--- src/rtl/if_stage.sv ---
// Instruction-fetch stage with IF/ID pipeline register and a 1-entry hold buffer
// that parks a fetch completing under stall so it is neither lost nor refetched.
module if_stage #(
  parameter logic [31:0] RESET_PC  = 32'h0000_0000,
  parameter logic [31:0] NOP_INSTR = 32'h0000_0000
) (
  input  logic        clk,
  input  logic        rst_n,
  input  logic        stall,
  input  logic        flush,
  input  logic        redirect_valid,
  input  logic [31:0] redirect_target,
  output logic        imem_req,
  output logic [31:0] imem_addr,
  input  logic [31:0] imem_rdata,
  input  logic        imem_ready,
  output logic [31:0] id_instruction,
  output logic [31:0] id_pc_plus4,
  output logic        id_valid,
  output logic        dbg_held
);

  // Handshake: a fetch completes on an edge where imem_req=1 and imem_ready=1;
  // imem_req is deasserted while the hold buffer is occupied.
  typedef enum logic {EMPTY = 1'b0, HELD = 1'b1} state_t;

  state_t      state;
  logic [31:0] pc;
  logic [31:0] pc_plus4;
  logic [31:0] buf_instr;
  logic [31:0] buf_pc_plus4;
  logic        hit;

  assign pc_plus4  = pc + 32'd4;
  assign imem_addr = {pc[31:2], 2'b00};
  assign imem_req  = rst_n & (state == EMPTY);
  assign hit       = imem_req & imem_ready;
  assign dbg_held  = (state == HELD);

  always_ff @(posedge clk) begin
    if (!rst_n) begin
      state          <= EMPTY;
      pc             <= RESET_PC;
      buf_instr      <= NOP_INSTR;
      buf_pc_plus4   <= 32'd0;
      id_instruction <= NOP_INSTR;
      id_pc_plus4    <= 32'd0;
      id_valid       <= 1'b0;
    end else if (redirect_valid) begin
      // Redirect wins over stall and drops any same-cycle fetch data.
      state          <= EMPTY;
      pc             <= redirect_target & 32'hFFFF_FFFC;
      id_instruction <= NOP_INSTR;
      id_pc_plus4    <= 32'd0;
      id_valid       <= 1'b0;
    end else begin
      case (state)
        EMPTY: begin
          if (hit) pc <= pc_plus4;
          if (stall && hit) begin
            state        <= HELD;
            buf_instr    <= imem_rdata;
            buf_pc_plus4 <= pc_plus4;
          end
          if (flush || (!stall && !hit)) begin
            id_instruction <= NOP_INSTR;
            id_pc_plus4    <= 32'd0;
            id_valid       <= 1'b0;
          end else if (!stall) begin
            id_instruction <= imem_rdata;
            id_pc_plus4    <= pc_plus4;
            id_valid       <= 1'b1;
          end
        end
        HELD: begin
          if (!stall) state <= EMPTY;
          if (flush) begin
            id_instruction <= NOP_INSTR;
            id_pc_plus4    <= 32'd0;
            id_valid       <= 1'b0;
          end else if (!stall) begin
            id_instruction <= buf_instr;
            id_pc_plus4    <= buf_pc_plus4;
            id_valid       <= 1'b1;
          end
        end
        default: state <= EMPTY;
      endcase
    end
  end

endmodule

--- config.mk ---
export PLATFORM = sky130hd
export DESIGN_NAME = if_stage
export DESIGN_NICKNAME = d
export VERILOG_FILES = /design/src/rtl/if_stage.sv
export SDC_FILE = /design/constraint.sdc
export NUM_CORES = 1
export LEC_CHECK = 0
export ABC_AREA = 0
export BUFFER_PORTS_ARGS = -buffer_cell sky130_fd_sc_hd__buf_2
export CAP_MARGIN = 20
export CORE_UTILIZATION = 54
export DETAILED_ROUTE_END_ITERATION = 6
export GPL_ROUTABILITY_DRIVEN = 0
export PLACE_DENSITY = 0.81
export SLEW_MARGIN = 40
export SYNTH_ARGS = -nofsm -noshare
export SYNTH_HDL_FRONTEND = slang
export SYNTH_SLANG_ARGS = --single-unit
--- constraint.sdc ---
create_clock -name clk -period 2.7 [get_ports clk]
set_input_delay 0.405 -clock clk [delete_from_list [all_inputs] [get_ports clk]]
set_output_delay 0.405 -clock clk [all_outputs]
set_load 0.005 [all_outputs]
# --- Word level (Yosys, flattened, before mapping) ---
# Cells that the tools add are included.
word_totals:
  regBits: 162
  latch_bits: 0
  ramBits: 0
  romBits: 0
  out_inout_bits: 99
  word_cells: 48
  n_memories: 0
classes:
  addsub: 1
  mul: 0
  div_mod_pow: 0
  magnitude_cmp: 0
  n_eq_ne: 3
  n_shift: 0
  muxes: 20
  n_bitwise: 5
  reduce_logical: 11
ops:
  columns: ["op", "count"]
  rows:
  - ["$mux W32", 11]
  - ["$pmux W32 S2", 2]
  - ["$add A32 B3 Y32 const B", 1]
  - ["$reduce_and A2 Y1", 3]
  - ["$mux W1", 5]
  - ["$pmux W1 S2", 2]
  - ["$ne A3 B2 Y1 const B", 1]
  - ["$ne A3 B3 Y1 const B", 1]
  - ["$not A1 Y1", 3]
  - ["$reduce_and A3 Y1", 1]
  - ["$and A1 B1 Y1", 2]
  - ["$logic_and A1 B1 Y1", 2]
  - ["$logic_not A1 Y1", 2]
  - ["$ne A2 B2 Y1 const B", 1]
  - ["$reduce_bool A2 Y1", 1]
  - ["$reduce_or A2 Y1", 1]
  - ["$logic_or A1 B1 Y1", 1]

# --- Depth between registers and ports, before layout ---
logic_depth:
  depth_word: 8
  mapped_depth: 8

# --- Least setup slack after synthesis ---
# OpenSTA, ideal clock, no wires.
synth_path:
  path_type: "reg-to-reg"
  start: "register pc[2]"
  end: "register pc[14]"
  arrival_ps: 2049
  required_ps: 2621
  path_slack_ps: 571
  stages_incl_launch_ff: 8
  path_buffers: 1
  period_less_slack_ps: 2129
  cell_sequence: "dfxtp_1 > ha_1 > nand3_4 > or3_1 > buf_2 > or3_1 > xor2_1 > a211oi_2"
synth_via:
  elab_chain_cells: 4
synth_rtl:
  columns: ["item", "line_no", "text"]
  rows:
  - ["from (decl)", "28", "logic [31:0] pc;"]
  - ["from (signal assigned)", "52", "pc <= redirect_target & 32'hFFFF_FFFC;"]
  - ["from (signal assigned)", "59", "if (hit) pc <= pc_plus4;"]
  - ["$add A32 B3 Y32", "34", "assign pc_plus4 = pc + 32'd4;"]
  - ["$mux W32", "59", null]
  - ["$mux W32", "57", "case (state)"]
  - ["$mux W32", "49", "end else if (redirect_valid) begin"]
# Every way passes these cells. The select of a mux whose other input is x is not followed.
# A chain may end at the register's enable or synchronous reset.

# --- Worst setup path in the final report ---
layout_path:
  start: "register pc[10]"
  end: "register id_pc_plus4[31]"
layout_via:
  elab_chain_cells: 4
layout_rtl:
  columns: ["item", "line_no", "text"]
  rows:
  - ["$add A32 B3 Y32", "34", null]
  - ["$mux W32", "69", "end else if (!stall) begin"]
  - ["$mux W32", "65", "if (flush || (!stall && !hit)) begin"]
  - ["$pmux W32 S2", "57", null]
  - ["to (signal assigned)", "71", "id_pc_plus4 <= pc_plus4;"]
  - ["to (signal assigned)", "83", "id_pc_plus4 <= buf_pc_plus4;"]
  - ["to (decl)", "18", "output logic [31:0] id_pc_plus4,"]
# Every way passes these cells. The select of a mux whose other input is x is not followed.

==> flow_summary.toml <==
[finish]
design_area_um2 = 8540
n_fill_cell = 1047
diodes = 0
syn2layout_area_growth_pct = 23.0
drive_above_1_share_pct = 23.9
fin_nets = 1050

[die]
rows = 41
core_area_um2 = 12600
io_pins = 169
dieArea_um2 = 13300
die_w_um = 115
fp.dieH_um = 115
initial_core_util_pct = 55.3

[setup_path]
timing.critical_path.cells = "nand4_1 -> or4_1 -> nor4_1 -> o21ai_0 -> a21oi_1"
cp-end-kind = "flip-flop"
critPathMaxFanout = 17
slowest_stage = "or4_1"
cpLargestDelayFamily = "simple AND/OR/NAND/NOR gates"
cp_slowest_stage_delay_ps = 870
r2r-start = "pc[10]"
crit_buf_inv = 0
critPathLaunchType = "flip-flop"
crit_required_ps = 3060
timing_worst_setup_path_type = "reg2reg"
startpoint = "pc[10]"
critPathArrivalTime_ps = 2710

[pwr]
p_per_area_nw_per_um2 = 650
peakVddDrop_v = 0.000406
p_leak_nw = 3.38
finalPower_mw = 5.55

[yosys]
yosysWarnings = 0
synth_top_area_share_pct = 45.0
synth.most_common_cell = "dfxtp_1"
synth_top_flop_cell = "dfxtp_1"
synth.avg_cell_area_um2 = 8.18
synth_top_area_cell = "dfxtp_1"
syn_inst = 849
ys_types = 47
async_flop_share_pct = 0
ys_top_cells_by_count = "dfxtp_1 (156), o21ai_0 (113), a21oi_1 (106), nand2_1 (91), nor2_1 (70)"
synth.top_cells.by_area = "dfxtp_1 (45%), o21ai_0 (8.1%), a21oi_1 (7.6%)"
ys_seq_elements = 156
syn-cell-area_um2 = 6940
ys_seq_area_share_pct = 45.0
synth_edf_count = 0

[timing]
fin_crit_sh_pct = 86.8
final_hold_viol_count = 0
fmax_mhz = 427
setup_viol = 0
drv_slew = 0
min_period_ps = 2340
worst_pin_slew_ps = 754
relSlewSlack_pct = 49.2
rsz0062_at_grt = "no"
skew_ps = 6.10
finalSetupTns_ps = 0
setup_slack_ps = 356

[clock_tree]
clock_sinks = 156
cts_tree = "done"
post_cts_buffers = 0
clk_latency_ps = 430
postCtsResizedCells = 0
clkTransAtPathRegs_ps = 60
ctsHoldBuffers = 0
htree_levels = 4
cts_root_buffer = "clkbuf_16"
clk_path_buf_depth = 2
numCtsBuffers = 17

[global_routing]
use_met3_pct = 5.75
grt_pass1_wl_um = 30800
antenna_found_initial = 0
grt-ovfl-total = 0
busiest_layer = "met2"
grt_pass1_vias = 6115
grt_use_total_pct = 29.8
met2_usage_pct = 46.9
grt_max_degree = 66
gr-usage-met1_pct = 38.5

[routing]
wirelength_um = 19800
drt_iter0_drc = 844
final_antenna_net_count = 0
vias_per_cell = 5.94
via_count = 6918
drt_pass1_iterations = 6
drc = 0
wire_per_inst_um = 17.0

[place]
io_buffers = 162
postPlaceCellArea_um2 = 7890
hpwl_um = 12800
pre_cts_ws_ps = 411

[status]
outcome = "completed"

[hold_path]
min-delay-path-class = "in2reg"
min-delay-start = "imem_rdata[19]"

[flow_run]
maxCapViolations = 0
==> through the flow <==
step	hold slack [ps]	cells	util, %
3_3_place_gp	441	1132	62.8
2_1_floorplan	434	852	-
4_1_cts	211	1164	67.9
5_1_grt	219	1164	67.9
6_report	226	1164	67.9
3_5_place_dp	448	1132	62.8
==> state kept, by name (all words and copies together), names as in the netlist <==
name	flops
id_valid	1
buf_instr	32
buf_pc_plus4	30
id_pc_plus4	30
id_instruction	32
pc	30
dbg_held	1
==> power by group <==
group / switching (mW) / internal, mW / total [mW]
registers: 0.0667 / 2.37 / 2.44
logic: 0.299 / 0.203 / 0.502
clock network: 0.977 / 1.63 / 2.61
total: 1.34 / 4.20 / 5.55
==> cell type report <==
cell class | count | area (um^2) | area share, %
Clock inverter | 12 | 184 | 2.15
Tap cell | 172 | 215 | 2.52
Timing Repair Buffer | 190 | 1050 | 12.3
Multi-Input combinational cell | 608 | 3480 | 40.8
Sequential cell | 156 | 3120 | 36.6
Inverter | 6 | 22.5 | 0.264
Clock buffer | 20 | 467 | 5.47
==> layout by cell type (no fill, tap or decap), types with 2 or more instances in the layout <==
cell type and instances:
buf_2 162, o21ai_1 4, clkinvlp_4 5, clkbuf_8 3
nor2_1 69, a311oi_1 2, a221oi_1 33, o211a_1 9
inv_6 2, xor2_1 13, xnor2_1 24, nor3_1 17
nor3_2 2, nand4_1 13, buf_12 2, nor4_1 13
or3_1 8, nor4_4 2, conb_1 4, and4_1 7
and2_1 4, a31oi_1 6, nand3_1 10, o31a_1 14
a21oi_1 106, dfxtp_1 155, clkbuf_16 17, a211oi_1 12
and3_1 2, bufinv_16 4, or4_1 2, nor4_2 2
inv_1 4, o21ai_0 113, o21a_1 12, nand2_1 91
buf_4 26
==> worst paths after layout <==
| path | endpoint | slack [ps] | cells after the start |
|---|---|---|---|
| max | id_pc_plus4[31] | 360 | 5 |
| min | buf_instr[19] | 230 | 3 |
| max reg2reg | id_pc_plus4[31] | 360 | 5 |
| min reg2reg | buf_instr[21] | 450 | 2 |
==> layer usage <==
| metal | wire (um) | vias to the layer above | share of wire (%) |
|---|---|---|---|
| met4 | 643 | 0 | 3.3 |
| met1 | 8340 | 3222 | 42 |
| li1 | - | 3313 | - |
| met2 | 9400 | 323 | 48 |
| met5 | 0 | - | 0 |
| met3 | 1370 | 60 | 6.9 |
==> cell families after synthesis <==
group | share of synthesized area (%)
simple gates | 17.5
buf+inv | 5.39
compound gates | 27.2
flops | 45.0
xor+xnor | 4.67
other cells | 0.0540
fa+ha+maj | 0.180
==> worst min-delay path, cell delays in order <==
cell,delay (ps)
buf_2,110
nand2_1,50
a21oi_1,50
Power figures use the tool's default switching activity.
